File: src/rtl/setup_ctrl.sv
// Configuration-mode sequencer: walks bip enable, bip time, auto-lock time and
// password entry from the keypad buffer, then publishes them with a commit strobe.
module setup_ctrl #(
  parameter int UM_SEGUNDO = 1000,
  parameter int TIMEOUT_S  = 10
) (
  input  logic        clk,
  input  logic        rst,
  input  logic        setup_on,
  input  logic [79:0] digitos_value,
  input  logic        digitos_valid,
  output logic        cfg_bip_on,
  output logic [5:0]  cfg_bip_time,
  output logic [5:0]  cfg_tranca_time,
  output logic [31:0] cfg_senha,
  output logic        data_setup_ok,
  output logic [2:0]  setup_step,
  output logic        setup_err
);

  localparam int LIMIT = TIMEOUT_S * UM_SEGUNDO;
  localparam int CW    = $clog2(LIMIT + 1);
  localparam logic [CW-1:0] LIMIT_C = CW'(LIMIT);

  localparam logic        RST_BIP_ON   = 1'b1;
  localparam logic [5:0]  RST_BIP_TIME = 6'd5;
  localparam logic [5:0]  RST_TRANCA   = 6'd10;
  localparam logic [31:0] RST_SENHA    = 32'h1234_5678;

  localparam logic [3:0] KEY_CONFIRM = 4'hA;
  localparam logic [3:0] KEY_SKIP    = 4'hB;
  localparam logic [3:0] KEY_EMPTY   = 4'hF;

  typedef enum logic [2:0] {
    S_IDLE        = 3'd0,
    S_BIP_EN      = 3'd1,
    S_BIP_TIME    = 3'd2,
    S_TRANCA_TIME = 3'd3,
    S_SENHA       = 3'd4,
    S_COMMIT      = 3'd5
  } state_t;

  state_t       r_state, w_state_nxt, w_adv_state;
  logic         r_sh_bip_on, w_sh_bip_on_nxt;
  logic [5:0]   r_sh_bip_time, w_sh_bip_time_nxt;
  logic [5:0]   r_sh_tranca, w_sh_tranca_nxt;
  logic [31:0]  r_sh_senha, w_sh_senha_nxt;
  logic         r_cfg_bip_on;
  logic [5:0]   r_cfg_bip_time;
  logic [5:0]   r_cfg_tranca;
  logic [31:0]  r_cfg_senha;
  logic [CW-1:0] r_cnt, w_cnt_nxt;
  logic         r_err, w_err_nxt;
  logic         r_armed;

  logic [3:0]   w_nib0, w_nib1, w_nib2;
  logic         w_confirm, w_skip;
  logic [4:0]   w_k;
  logic         w_stop, w_bad;
  logic [6:0]   w_tens, w_time_val;
  logic         w_time_ok, w_entry_ok;
  logic         w_unused_nib19;

  assign w_nib0    = digitos_value[3:0];
  assign w_nib1    = digitos_value[7:4];
  assign w_nib2    = digitos_value[11:8];
  assign w_confirm = digitos_valid && (w_nib0 == KEY_CONFIRM);
  assign w_skip    = digitos_valid && (w_nib0 == KEY_SKIP);
  // Nibble 19 never belongs to a payload.
  assign w_unused_nib19 = ^digitos_value[79:76];

  // Payload length and digit check over nibbles 1..18, stopping at the first empty slot.
  // NOTE: combinational blocks use blocking '=' and give every output a default
  // first, so no path leaves a variable unassigned and no latch is inferred.
  always_comb begin
    w_k    = 5'd0;
    w_stop = 1'b0;
    w_bad  = 1'b0;
    for (int i = 1; i < 19; i++) begin
      if (!w_stop) begin
        if (digitos_value[i*4 +: 4] == KEY_EMPTY) begin
          w_stop = 1'b1;
        end else begin
          w_k = w_k + 5'd1;
          if (digitos_value[i*4 +: 4] > 4'd9) w_bad = 1'b1;
        end
      end
    end
  end

  assign w_tens     = (w_k == 5'd2) ? 7'(w_nib2) * 7'd10 : 7'd0;
  assign w_time_val = w_tens + 7'(w_nib1);
  assign w_time_ok  = !w_bad && ((w_k == 5'd1) || (w_k == 5'd2)) &&
                      (w_time_val >= 7'd5) && (w_time_val <= 7'd60);

  always_comb begin
    w_entry_ok  = 1'b0;
    w_adv_state = S_IDLE;
    case (r_state)
      S_BIP_EN: begin
        w_entry_ok  = !w_bad && (w_k == 5'd1) && (w_nib1 <= 4'd1);
        w_adv_state = S_BIP_TIME;
      end
      S_BIP_TIME: begin
        w_entry_ok  = w_time_ok;
        w_adv_state = S_TRANCA_TIME;
      end
      S_TRANCA_TIME: begin
        w_entry_ok  = w_time_ok;
        w_adv_state = S_SENHA;
      end
      S_SENHA: begin
        w_entry_ok  = !w_bad && (w_k == 5'd8);
        w_adv_state = S_COMMIT;
      end
      default: ;
    endcase
  end

  // Next state, shadow updates, error strobe and inactivity counter.
  always_comb begin
    w_state_nxt       = r_state;
    w_sh_bip_on_nxt   = r_sh_bip_on;
    w_sh_bip_time_nxt = r_sh_bip_time;
    w_sh_tranca_nxt   = r_sh_tranca;
    w_sh_senha_nxt    = r_sh_senha;
    w_err_nxt         = 1'b0;
    w_cnt_nxt         = (r_cnt == LIMIT_C) ? r_cnt : r_cnt + CW'(1);
    case (r_state)
      S_IDLE: begin
        w_cnt_nxt = '0;
        if (setup_on && r_armed) begin
          w_state_nxt       = S_BIP_EN;
          w_sh_bip_on_nxt   = r_cfg_bip_on;
          w_sh_bip_time_nxt = r_cfg_bip_time;
          w_sh_tranca_nxt   = r_cfg_tranca;
          w_sh_senha_nxt    = r_cfg_senha;
        end
      end
      S_BIP_EN, S_BIP_TIME, S_TRANCA_TIME, S_SENHA: begin
        if (!setup_on) begin
          w_state_nxt = S_IDLE;
          w_cnt_nxt   = '0;
        end else if (digitos_valid) begin
          w_cnt_nxt = '0;
          if (w_skip) begin
            w_state_nxt = w_adv_state;
          end else if (w_confirm) begin
            if (w_entry_ok) begin
              w_state_nxt = w_adv_state;
              case (r_state)
                S_BIP_EN:      w_sh_bip_on_nxt   = w_nib1[0];
                S_BIP_TIME:    w_sh_bip_time_nxt = w_time_val[5:0];
                S_TRANCA_TIME: w_sh_tranca_nxt   = w_time_val[5:0];
                S_SENHA:       w_sh_senha_nxt    = digitos_value[35:4];
                default: ;
              endcase
            end else begin
              w_err_nxt = 1'b1;
            end
          end
        end else if (r_cnt == LIMIT_C) begin
          w_state_nxt = S_IDLE;
          w_cnt_nxt   = '0;
        end
      end
      S_COMMIT: begin
        w_state_nxt = S_IDLE;
        w_cnt_nxt   = '0;
      end
      default: begin
        w_state_nxt = S_IDLE;
        w_cnt_nxt   = '0;
      end
    endcase
  end

  // NOTE: sequential state uses non-blocking '<=' so every register samples
  // pre-edge values; reset is synchronous, so it is only tested inside the edge.
  always_ff @(posedge clk) begin
    if (!rst) begin
      r_state        <= S_IDLE;
      r_sh_bip_on    <= RST_BIP_ON;
      r_sh_bip_time  <= RST_BIP_TIME;
      r_sh_tranca    <= RST_TRANCA;
      r_sh_senha     <= RST_SENHA;
      r_cfg_bip_on   <= RST_BIP_ON;
      r_cfg_bip_time <= RST_BIP_TIME;
      r_cfg_tranca   <= RST_TRANCA;
      r_cfg_senha    <= RST_SENHA;
      r_cnt          <= '0;
      r_err          <= 1'b0;
      r_armed        <= 1'b1;
    end else begin
      r_state       <= w_state_nxt;
      r_sh_bip_on   <= w_sh_bip_on_nxt;
      r_sh_bip_time <= w_sh_bip_time_nxt;
      r_sh_tranca   <= w_sh_tranca_nxt;
      r_sh_senha    <= w_sh_senha_nxt;
      r_cnt         <= w_cnt_nxt;
      r_err         <= w_err_nxt;
      // Loaded on the edge into COMMIT so the new values coincide with data_setup_ok.
      if (w_state_nxt == S_COMMIT) begin
        r_cfg_bip_on   <= w_sh_bip_on_nxt;
        r_cfg_bip_time <= w_sh_bip_time_nxt;
        r_cfg_tranca   <= w_sh_tranca_nxt;
        r_cfg_senha    <= w_sh_senha_nxt;
      end
      if (!setup_on)                 r_armed <= 1'b1;
      else if (r_state == S_COMMIT)  r_armed <= 1'b0;
    end
  end

  assign cfg_bip_on      = r_cfg_bip_on;
  assign cfg_bip_time    = r_cfg_bip_time;
  assign cfg_tranca_time = r_cfg_tranca;
  assign cfg_senha       = r_cfg_senha;
  assign data_setup_ok   = (r_state == S_COMMIT);
  assign setup_step      = r_state;
  assign setup_err       = r_err;

endmodule

File: config.mk
export PLATFORM = sky130hd
export DESIGN_NAME = setup_ctrl
export DESIGN_NICKNAME = d
export VERILOG_FILES = /design/src/rtl/setup_ctrl.sv
export SDC_FILE = /design/constraint.sdc
export NUM_CORES = 1
export LEC_CHECK = 0
export ABC_AREA = 1
export BUFFER_PORTS_ARGS = -buffer_cell sky130_fd_sc_hd__buf_2
export CAP_MARGIN = 5
export CORE_UTILIZATION = 45
export DETAILED_ROUTE_END_ITERATION = 12
export HOLD_SLACK_MARGIN = 0.02
export PLACE_DENSITY = 0.74
export SETUP_SLACK_MARGIN = 0.5
export SLEW_MARGIN = 20
export SYNTH_ARGS = -nofsm -noshare
export SYNTH_HDL_FRONTEND = slang
export SYNTH_SLANG_ARGS = --single-unit
File: constraint.sdc
create_clock -name clk -period 16 [get_ports clk]
set_clock_uncertainty 0.2 [all_clocks]
set_input_delay 0.8 -clock clk [delete_from_list [all_inputs] [get_ports clk]]
set_output_delay 0.8 -clock clk [all_outputs]
set_load 0.1 [all_outputs]
==> Yosys cells after proc, flatten, opt, wreduce, memory -nomap -nowiden <==
Index checks and enable logic that the tools add are counted.
{ "word_totals": {"regBits": 109, "elab_cells": 270, "out_inout_bits": 50} }
{ "op_classes": {"magnitude_cmp": 21, "n_reduce_logical": 17, "muxes": 165, "bitwise_logic": 5, "n_eq_ne": 30, "mul": 1, "add_sub_neg": 19} }
{ "op_table": {"columns": ["op", "count"], "rows": [
  ["$mux W32", 7],
  ["$mux W5", 34],
  ["$mux W1", 95],
  ["$add A5 B1 Y5 const B", 17],
  ["$mux W6", 14],
  ["$eq A4 B4 Y1 const B", 20],
  ["$gt A4 B4 Y1 const B", 18],
  ["$pmux W32 S2", 1],
  ["$pmux W6 S2", 2],
  ["$mux W3", 7],
  ["$add A14 B1 Y14 const B", 1],
  ["$eq A14 B14 Y1 const B", 1],
  ["$pmux W3 S4", 1],
  ["$eq A3 B3 Y1 const B", 3],
  ["$logic_and A1 B1 Y1", 9],
  ["$add A7 B4 Y7", 1],
  ["$ge A7 B3 Y1 const B", 1],
  ["$le A7 B6 Y1 const B", 1],
  ["$mux W7", 1],
  ["$eq A3 B2 Y1 const B", 2],
  ["$mul A4 B3 Y6 const B", 1],
  ["$pmux W3 S2", 1],
  ["$reduce_or A6 Y1", 1],
  ["$eq A5 B1 Y1 const B", 1],
  ["14 further kinds", 18]
]} }

==> Longest topological paths before layout <==
Gate-level depths: netlist (run 1).
{ "logic_depth": {"word_depth": 67, "mapped_depth": 89} }

==> Worst setup path after synthesis (run 1) <==
OpenSTA, ideal clock, no wires.
{ "synth_path": {"kind": "input to register", "startpoint": "input digitos_value[7]", "endpoint": "register r_cfg_bip_time[0] (netlist: cfg_bip_time[0])", "required_ns": 15.670, "stages": 81, "n_path_buf": 1, "arrival_time_ns": 11.703, "setup_slack_ns": 3.967, "path_cell_list": "nand2_1 -> nor2_2 -> nor2_1 -> nor2_1 -> inv_1 -> ha_1 -> o21ai_0 -> inv_1 -> ha_1 -> or2_2 -> nand2_1 -> inv_1 -> ha_1 -> nand2_1 -> nand2_1 -> ha_1 -> or2_2 -> nand2_1 -> [... 45 more ...] -> a21oi_1 -> xor2_1 -> inv_1 -> nand2_2 -> or2_0 -> nand2_1 -> nand2_1 -> nand2_1 -> nand2_2 -> nand2_2 -> nand3_1 -> nand3_1 -> nand2_2 -> nand2_4 -> nand2_8 -> buf_4 -> nand2_1 -> nand3_1"} }
{ "synth_between": {"elab_chain_len": 67, "elab_cells_between_ends": 154, "classes_between": "add/sub (18); order compare (4); eq/ne (5); mux (119); reduce/logical (8)"} }
{ "synth_lines": {"columns": ["element", "line_no", "text"], "rows": [
  ["from (decl)", "10", "input logic [79:0] digitos_value,"],
  ["$eq A4 B4 Y1", "81", "if (digitos_value[i*4 +: 4] == KEY_EMPTY) begin"],
  ["$mux W1", "81", null],
  ["$add A5 B1 Y5", "84", "w_k = w_k + 5'd1;"],
  ["$mux W5", "81", null],
  ["$mux W5", "80", "if (!w_stop) begin"],
  ["$add A5 B1 Y5", "84", null],
  ["$mux W5", "81", null],
  ["$mux W5", "80", null],
  ["[... 51 more ...]", null, null],
  ["$pmux W1 S3 (*)", "99", "case (r_state)"],
  ["$mux W3", "149", "if (w_entry_ok) begin"],
  ["$mux W3", "148", "end else if (w_confirm) begin"],
  ["$mux W3", "146", "if (w_skip) begin"],
  ["$mux W3", "144", "end else if (digitos_valid) begin"],
  ["$mux W3", "141", "if (!setup_on) begin"],
  ["$pmux W3 S2", "129", "case (r_state)"],
  ["$eq A3 B3 Y1", "203", "if (w_state_nxt == S_COMMIT) begin"],
  ["to (signal assigned)", "205", "r_cfg_bip_time <= w_sh_bip_time_nxt;"],
  ["to (decl)", "49", "logic [5:0] r_cfg_bip_time;"]
]} }
Mark *: on every way between the ends. The rest lies on a longest branch, timed or not.
A chain may end at the register's enable or synchronous reset.

==> Final worst setup path (run 1) <==
{ "layout_path": {"startpoint": "input digitos_value[4]", "endpoint": "register r_cfg_senha[8] (netlist: cfg_senha[8])"} }
{ "layout_between": {"elab_chain_len": 67, "elab_cells_between_ends": 154, "classes_between": "add/sub (18); order compare (4); eq/ne (5); mux (119); reduce/logical (8)"} }
{ "layout_lines": {"columns": ["element", "line_no", "text"], "rows": [
  ["$eq A4 B4 Y1", "81", null],
  ["$mux W1", "81", null],
  ["$add A5 B1 Y5", "84", null],
  ["$mux W5", "81", null],
  ["$mux W5", "80", null],
  ["$add A5 B1 Y5", "84", null],
  ["$mux W5", "81", null],
  ["$mux W5", "80", null],
  ["[... 51 more ...]", null, null],
  ["$pmux W1 S3 (*)", "99", null],
  ["$mux W3", "149", null],
  ["$mux W3", "148", null],
  ["$mux W3", "146", null],
  ["$mux W3", "144", null],
  ["$mux W3", "141", null],
  ["$pmux W3 S2", "129", null],
  ["$eq A3 B3 Y1", "203", null],
  ["to (signal assigned)", "207", "r_cfg_senha <= w_sh_senha_nxt;"],
  ["to (decl)", "51", "logic [31:0] r_cfg_senha;"]
]} }
Marked as above.

==> results of run 1 <==
-- synth_stat cells (2+ instances only) --
cell type,number,area share (%)
buf_6,2,0.28
a21boi_0,2,0.19
o211ai_1,41,3.9
o21a_1,2,0.19
inv_2,6,0.28
inv_1,178,8.4
or2_2,6,0.47
a31oi_1,16,1.3
nor4_1,6,0.47
nand3b_1,3,0.28
nor2_4,2,0.28
nand4_1,44,3.5
nor3b_1,4,0.38
nand3_4,2,0.44
nor2_8,4,1.0
buf_2,12,0.75
o21ai_0,54,3.4
buf_4,3,0.28
clkbuf_1,31,1.5
dfxtp_1,109,27
nand3_2,2,0.25
clkinv_1,6,0.28
nand3_1,160,10
nand2_4,4,0.57
nor3_1,14,0.88
xor2_1,5,0.55
o21ai_1,2,0.13
o21bai_1,2,0.19
nor2_1,145,6.8
a21oi_1,44,2.8
nand2_2,14,1.1
fa_1,2,0.50
nor2_2,5,0.39
ha_1,23,3.6
nand2_1,330,16
or2_0,3,0.24
-- cell families after synthesis --
group | count (synthesis) | share of synthesized area, %
AO/OA/AOI/OAI | 168 | 12.5
buffers and inverters | 239 | 11.8
XOR/XNOR | 7 | 0.863
flip-flops | 109 | 27.4
adder cells (fa/ha/maj) | 25 | 4.11
AND/OR/NAND/NOR | 753 | 43.4
-- final timing paths --
kind | startpoint | depth (start not counted) | endpoint
worst min register to register | r_cnt[0] | 1 | r_cnt[0]
worst max register to register | setup_step[0] | 19 | cfg_senha[8]
worst min-delay path | r_cnt[0] | 1 | r_cnt[0]
worst max-delay path | digitos_value[4] | 84 | cfg_senha[8]
-- registers in the layout (all words and copies together), names as in the netlist --
name,flops
r_sh_bip_time,6
r_sh_tranca,6
cfg_bip_time,6
r_armed,1
cfg_senha,32
cfg_bip_on,1
r_sh_bip_on,1
r_cnt,14
r_sh_senha,32
setup_step,3
setup_err,1
cfg_tranca_time,6
-- power by group through the flow --
stage / Clock (uW) / Combinational (uW) / Sequential [uW]
floorplan: 0 / 259 / 304
global placement: 0 / 333 / 292
detailed placement: 0 / 341 / 292
CTS: 245 / 343 / 285
global route: 255 / 397 / 287
finish: 241 / 344 / 286
-- metrics by stage --
stage	utilization [%]	setup slack, ns
after floorplan	-	3.97
after global placement	50.6	2.44
after detailed placement	50.6	2.25
after CTS	52.5	2.62
after global routing	52.5	1.54
final	52.5	2.57
-- metal layers --
layer,track usage (%),share of wire [%]
met1,32.9,46
met2,41.9,46
met3,3.98,6.8
met4,7.43,1.4
met5,0,0
-- cell type report --
type / instances / area, um2
fill: 1789 / 8220
sequential: 109 / 2180
tap: 225 / 282
inverter: 191 / 719
clock inverter: 5 / 63.8
multi-input combinational: 953 / 4860
timing repair buffer: 138 / 713
clock buffer: 11 / 253
antenna: 2 / 5.00
==> flow_summary.toml, run 1 <==
[status]
status = "finished clean"

[hold_path]
min_path_type = "register to register"

[layout]
final_nets = 1511
final_cells = 1634
mostFrequentLayoutCells = "nand2_1, inv_1, nand3_1"
layout-drive-gt1-share_pct = 14.6
final_common_cell = "nand2_1"
finish.instance_area_mm2 = 0.00908
syn_to_final_growth_pct = 13.9

[critical_path]
reg2reg_slack_ns = 12.56
end_kind = "register"
critPathKind = "input port to register"
start_kind = "input port"
crit_arrival_ns = 13.54
cp_slowest_stage_delay_ns = 0.39
crit_required_ns = 16.10
cpMostUsedCell = "nand2_1"
path_buf_inv = 12
cp_max_fo = 54
crit_slowest_cell = "nand2_4"
crit_family = "simple AND/OR/NAND/NOR gates"

[route]
first_pass_iters = 6
drcViolationCount = 0
route.vias.total = 8705
ant_nets = 0
viasPerCell = 5.33
wire_per_inst_um = 13.6
totalWireLength_um = 22200
initialDrtViolationCount = 712

[clock_network]
max-clock-path-buffers = 2
clock_latency_ns = 0.36
cts_tree = "built"
root_buffer = "clkbuf_16"
clk_pin_slew_worst_paths_ns = 0.08
post_cts_buffers = 0
cts.sinks = 109
cts_buffers = 9
htree_levels = 3
ctsResizeCount = 0
ctsHoldBuffers = 0

[synthesis]
yosysWarnings = 0
synth_fp_nets = 1410
synth_seq_area_share_pct = 27.4
synth-async-reset-ratio_pct = 0
ys_types = 49
synth_area_mm2 = 0.00797
avgSynthCellArea_um2 = 6.13
synthCells = 1301
ys.flop_type = "dfxtp_1"
synth_seq_cells = 109
synth_edf_count = 0

[power]
combPwrFrac_pct = 39.5
p_per_area_mw_per_mm2 = 95.9
internal_power_uw = 525
cellLeakagePower_uw = 0.00454
power.switching_uw = 346
power_uw = 871
swShare_pct = 39.7
seqPwrFrac_pct = 32.8
pwr-share-clk_pct = 27.7
vdd_drop_max_v = 0.0000591

[floorplanning]
initial_core_util_pct = 46.1
die_area_mm2 = 0.0182
core_area_mm2 = 0.0173
die_w_um = 135
placementRows = 48
die_y_um = 135
ios = 134

[placed_design]
placed_area_mm2 = 0.00876
io_buffer_count = 129
gp_congestion = 0.854
dp.cells = 1616
dp_hpwl_um = 15700

[global_routing]
grt_pass1_wl_um = 36700
grt_usage_pct = 25.0
antenna_found_initial = 2
grt_pass1_vias = 7847
grt_max_degree = 68
overflow = 0

[sta]
drv_slew = 0
finalCritPeriodShare_pct = 84.0
min_period_ns = 13.43
hold_ws_ns = 0.252
clock.fmax_ghz = 0.0744
tns_ns = 0
hold_viol = 0
relSlewSlack_pct = 44.0
worstMarginPinSlew_ns = 0.841
setup_violations = 0
grt_setup_unrepaired = "false"

[job]
maxCapViolCount = 0
No activity file was read; power rests on OpenSTA's default activity.
==> run 2: changes to the inputs <==
Clock period 16 ns to 12.9 ns, I/O delays scaled along.
==> flow_summary.toml, run 2 (synthesized netlist as in run 1, its figures left out) <==
[route]
ant_nets = 0
initialDrtViolationCount = 698
viasPerCell = 5.37
route.vias.total = 8992
drcViolationCount = 0
first_pass_iters = 5
totalWireLength_um = 23900
wire_per_inst_um = 14.3

[global_routing]
grt_pass1_wl_um = 36500
overflow = 0
grt_max_degree = 68
grt_pass1_vias = 7890
antenna_found_initial = 1
grt_usage_pct = 24.9

[sta]
hold_viol = 0
worstMarginPinSlew_ns = 1.09
grt_setup_unrepaired = "false"
clock.fmax_ghz = 0.0847
drv_slew = 0
relSlewSlack_pct = 26.6
finalWorstSetupSlack_ns = 1.09
min_period_ns = 11.81
finalCritPeriodShare_pct = 91.5
tns_ns = 0
setup_violations = 0

[critical_path]
crit_required_ns = 12.96
cpMostUsedCell = "nand2_1"
cp_max_fo = 6
end_kind = "register"
start_kind = "input port"
r2r_start = "setup_step[0]"
critical_path.startpoint = "digitos_value[9]"
crit_slowest_cell = "ha_2"
critPathKind = "input port to register"
crit_arrival_ns = 11.86
cp_slowest_stage_delay_ns = 0.31

[floorplanning]
placementRows = 48
die_w_um = 135
die_y_um = 135
core_area_mm2 = 0.0173
die_area_mm2 = 0.0182
ios = 134
initial_core_util_pct = 46.1

[placed_design]
io_buffer_count = 129
gp_congestion = 0.878
post-place-ws_ns = -0.0417
dp_hpwl_um = 16200
placed_area_mm2 = 0.00892

[power]
power.switching_uw = 458
internal_power_uw = 686
combPwrFrac_pct = 43.9
pwr-share-clk_pct = 25.1
p_per_area_mw_per_mm2 = 117
swShare_pct = 40.0
seqPwrFrac_pct = 31.0
vdd_drop_max_v = 0.0000706
cellLeakagePower_uw = 0.00485

[layout]
finish.instance_area_mm2 = 0.00979
syn_to_final_growth_pct = 22.9
final_common_cell = "nand2_1"
layout-drive-gt1-share_pct = 20.2
multi_input_area_mm2 = 0.00509
final_nets = 1551
mostFrequentLayoutCells = "nand2_1, inv_1, nand3_1"
fillers = 1696
seqCellArea_mm2 = 0.00218

[job]
maxCapViolCount = 0

[clock_network]
clk_pin_slew_worst_paths_ns = 0.08
cts.sinks = 109
root_buffer = "clkbuf_16"
htree_levels = 3
cts_buffers = 9
ctsHoldBuffers = 0
cts_tree = "built"
clock_latency_ns = 0.36
max-clock-path-buffers = 2

[hold_path]
hp-start = "cfg_senha[21]"
min_path_type = "register to register"

[status]
status = "finished clean"
-- run 2: timing repair --
item,in CTS,in global routing
pin swaps,4,41
cloned,1,6
gates resized for setup,8,67
setup endpoints to repair,45,94
setup buffers,8,12
-- run 2: worst paths after layout --
kind	slack, ns	cells past startpoint	end
worst max-delay path	1.09	83	cfg_senha[13]
worst min-delay path	0.28	2	cfg_senha[21]
worst max register to register	9.09	15	cfg_senha[10]
worst min register to register	0.28	2	cfg_senha[21]
-- run 2: routing by layer --
metal  up-vias  global-route usage (%)  wire (um)
met5         -                       0          0
met4         0                    8.86        654
met3        50                    4.09       1540
met2       278                    40.6      10800
met1      4118                    32.9      10900
li1       4546                       -          -
-- run 2: area by class of cell --
| class | count | area share, % |
|---|---|---|
| Multi-Input combinational cell | 953 | 52.0 |
| Sequential cell | 109 | 22.3 |
| Timing Repair Buffer | 178 | 12.3 |
| Inverter | 191 | 7.40 |
| Tap cell | 225 | 2.88 |
| Clock buffer | 10 | 2.34 |
| Clock inverter | 6 | 0.741 |
| Antenna cell | 1 | 0.0256 |
-- run 2: worst max-delay path: cells and delay by family --
kind | cells | cell delay [ns]
and+or+nand+nor | 46 | 4.99
adders and majority gates | 16 | 3.95
buffers and inverters | 16 | 1.44
AOI/OAI and AO/OA | 4 | 0.66
xor gates and xnor gates | 1 | 0.15
-- run 2: through the flow --
step	hold WS, ns	power [uW]	cells	util [%]
3_5_place_dp	0.271	792	1629	51.6
5_1_grt	0.299	1230	1673	56.6
4_1_cts	0.286	1090	1654	54.0
3_3_place_gp	0.229	780	1629	51.6
2_1_floorplan	0.217	698	1301	-
6_report	0.281	1140	1673	56.6
-- run 2: power by group through the flow --
stage	logic (uW)	clock network (uW)	registers, uW
2_1_floorplan	321	0	377
3_3_place_gp	418	0	362
3_5_place_dp	430	0	362
4_1_cts	445	290	354
5_1_grt	568	303	356
6_report	502	287	354
==> run 3: changes to the inputs <==
Settings changed: CORE_MARGIN set to 2.
==> flow_summary.toml, run 3 (synthesized netlist as in run 1, its figures left out) <==
[status]
status = "finished clean"

[critical_path]
start_kind = "input port"
crit_slowest_cell = "fa_2"
cpMostUsedCell = "nand2_1"
crit_required_ns = 12.94
r2r_start = "setup_step[0]"
cp_max_fo = 13
r2r_cells = 15
r2r-end = "cfg_senha[0]"
cp_slowest_stage_delay_ns = 0.40
reg2reg_slack_ns = 9.22
end_kind = "register"
crit_arrival_ns = 11.89
critPathKind = "input port to register"

[route]
route.vias.total = 8957
initialDrtViolationCount = 651
drcViolationCount = 0
viasPerCell = 5.37
ant_nets = 0
wire_per_inst_um = 14.2
totalWireLength_um = 23800
first_pass_iters = 5

[power]
power_uw = 1160
p_per_area_mw_per_mm2 = 119
cellLeakagePower_uw = 0.00484
vdd_drop_max_v = 0.0000701

[layout]
mostFrequentLayoutCells = "nand2_1, inv_1, nand3_1"
insertedDiodeCount = 0
layout-drive-gt1-share_pct = 19.8
final_common_cell = "nand2_1"
final_cells = 1668
finish.instance_area_mm2 = 0.00979
fillers = 1681
syn_to_final_growth_pct = 22.8
final_nets = 1548

[placed_design]
dp.cells = 1625
placed_area_mm2 = 0.00885
post-place-ws_ns = -0.208
gp_congestion = 0.857
dp_hpwl_um = 16200
io_buffer_count = 129

[floorplanning]
initial_core_util_pct = 46.1
die_area_mm2 = 0.0188
core_area_mm2 = 0.0173
ios = 134
die_y_um = 137
die_w_um = 137
placementRows = 48

[hold_path]
hp-start = "r_cnt[0]"
worstHoldEndpoint = "r_cnt[0]"
min_path_type = "register to register"
holdPathStages = 1

[job]
maxCapViolCount = 0

[sta]
clock.fmax_ghz = 0.0844
finalCritPeriodShare_pct = 91.9
worstMarginPinSlew_ns = 1.05
setup_violations = 0
hold_ws_ns = 0.243
grt_setup_unrepaired = "false"
hold_viol = 0
finalWorstSetupSlack_ns = 1.05
relSlewSlack_pct = 29.9
drv_slew = 0
min_period_ns = 11.85

[clock_network]
htree_levels = 3
clock_latency_ns = 0.36
max-clock-path-buffers = 2
root_buffer = "clkbuf_16"
cts.sinks = 109
clk_pin_slew_worst_paths_ns = 0.07
cts_tree = "built"
cts_buffers = 9

[global_routing]
grt_usage_pct = 24.8
antenna_found_initial = 0
grt_pass1_vias = 7875
overflow = 0
grt_max_degree = 68
grt_pass1_wl_um = 37100
==> run 3: cell count changes in the layout (fill, tap and decap cells not counted), sizes merged <==
| cell | previous run | this run |
|---|---|---|
| nand2 | 349 | 351 |
| diode | 1 | 0 |
| clkinv | 12 | 9 |
| bufinv | 1 | 2 |
| bufbuf | 0 | 1 |
| inv | 184 | 185 |
| clkbuf | 14 | 13 |
| buf | 174 | 169 |
==> run 3: through the flow <==
stage          util [%]  setup TNS, ns
5_1_grt            56.6              0
3_3_place_gp       51.2              0
2_1_floorplan         -              0
6_report           56.6              0
4_1_cts            54.2              0
3_5_place_dp       51.2          -5.75
==> run 3: final cells by class <==
type / instances / area, um2 / area share [%]
flip-flops and latches: 109 / 2180 / 22.3
well taps: 225 / 282 / 2.88
repair buffers: 173 / 1150 / 11.8
inverters: 191 / 724 / 7.40
clock buffers: 10 / 229 / 2.34
clock inverters: 5 / 85.1 / 0.869
multi-input cells: 955 / 5130 / 52.4
==> run 3: where the power goes <==
part	leakage, uW	switching (uW)	total [uW]	internal, uW
Combinational	0.00380	315	506	190
Sequential	0.000886	7.23	355	347
Clock	0.000154	132	303	171
==> run 3: repair_timing <==
action / CTS / global route
gates resized for setup: 23 / 60
pin swaps: 7 / 41
gates cloned: 3 / 3
hold buffers: 0 / 0
setup buffers: 8 / 14
endpoints found under the setup margin: 74 / 94
==> run 3: critical path: cells and delay by family <==
family                   cells  cell delay (ns)
AO/OA/AOI/OAI                3             0.30
XOR/XNOR                     1             0.16
adder cells (fa/ha/maj)     17             4.32
buffers and inverters       15             1.13
AND/OR/NAND/NOR             51             5.34
==> run 3: per-layer routing <==
metal  track usage [%]  routed length [um]  part of all wire, %  vias up
li1                  -                   -                    -     4537
met1              32.6               10400                   44     4032
met2              40.7               11000                   46      341
met3              3.70                1740                  7.3       47
met4              9.56                 625                  2.6        0
met5                 0                   0                    0        -
==> run 3: worst max path at each step <==
stage                                 from            endpoint  slack (ns)
final                     digitos_value[6]  cfg_tranca_time[4]        1.05
after CTS                 digitos_value[9]        cfg_senha[9]        0.52
after detailed placement  digitos_value[4]       cfg_senha[16]       -0.21
after global routing      digitos_value[9]        cfg_senha[0]        0.39
after global placement    digitos_value[4]       cfg_senha[17]        0.06
after floorplan           digitos_value[7]     cfg_bip_time[0]        1.02
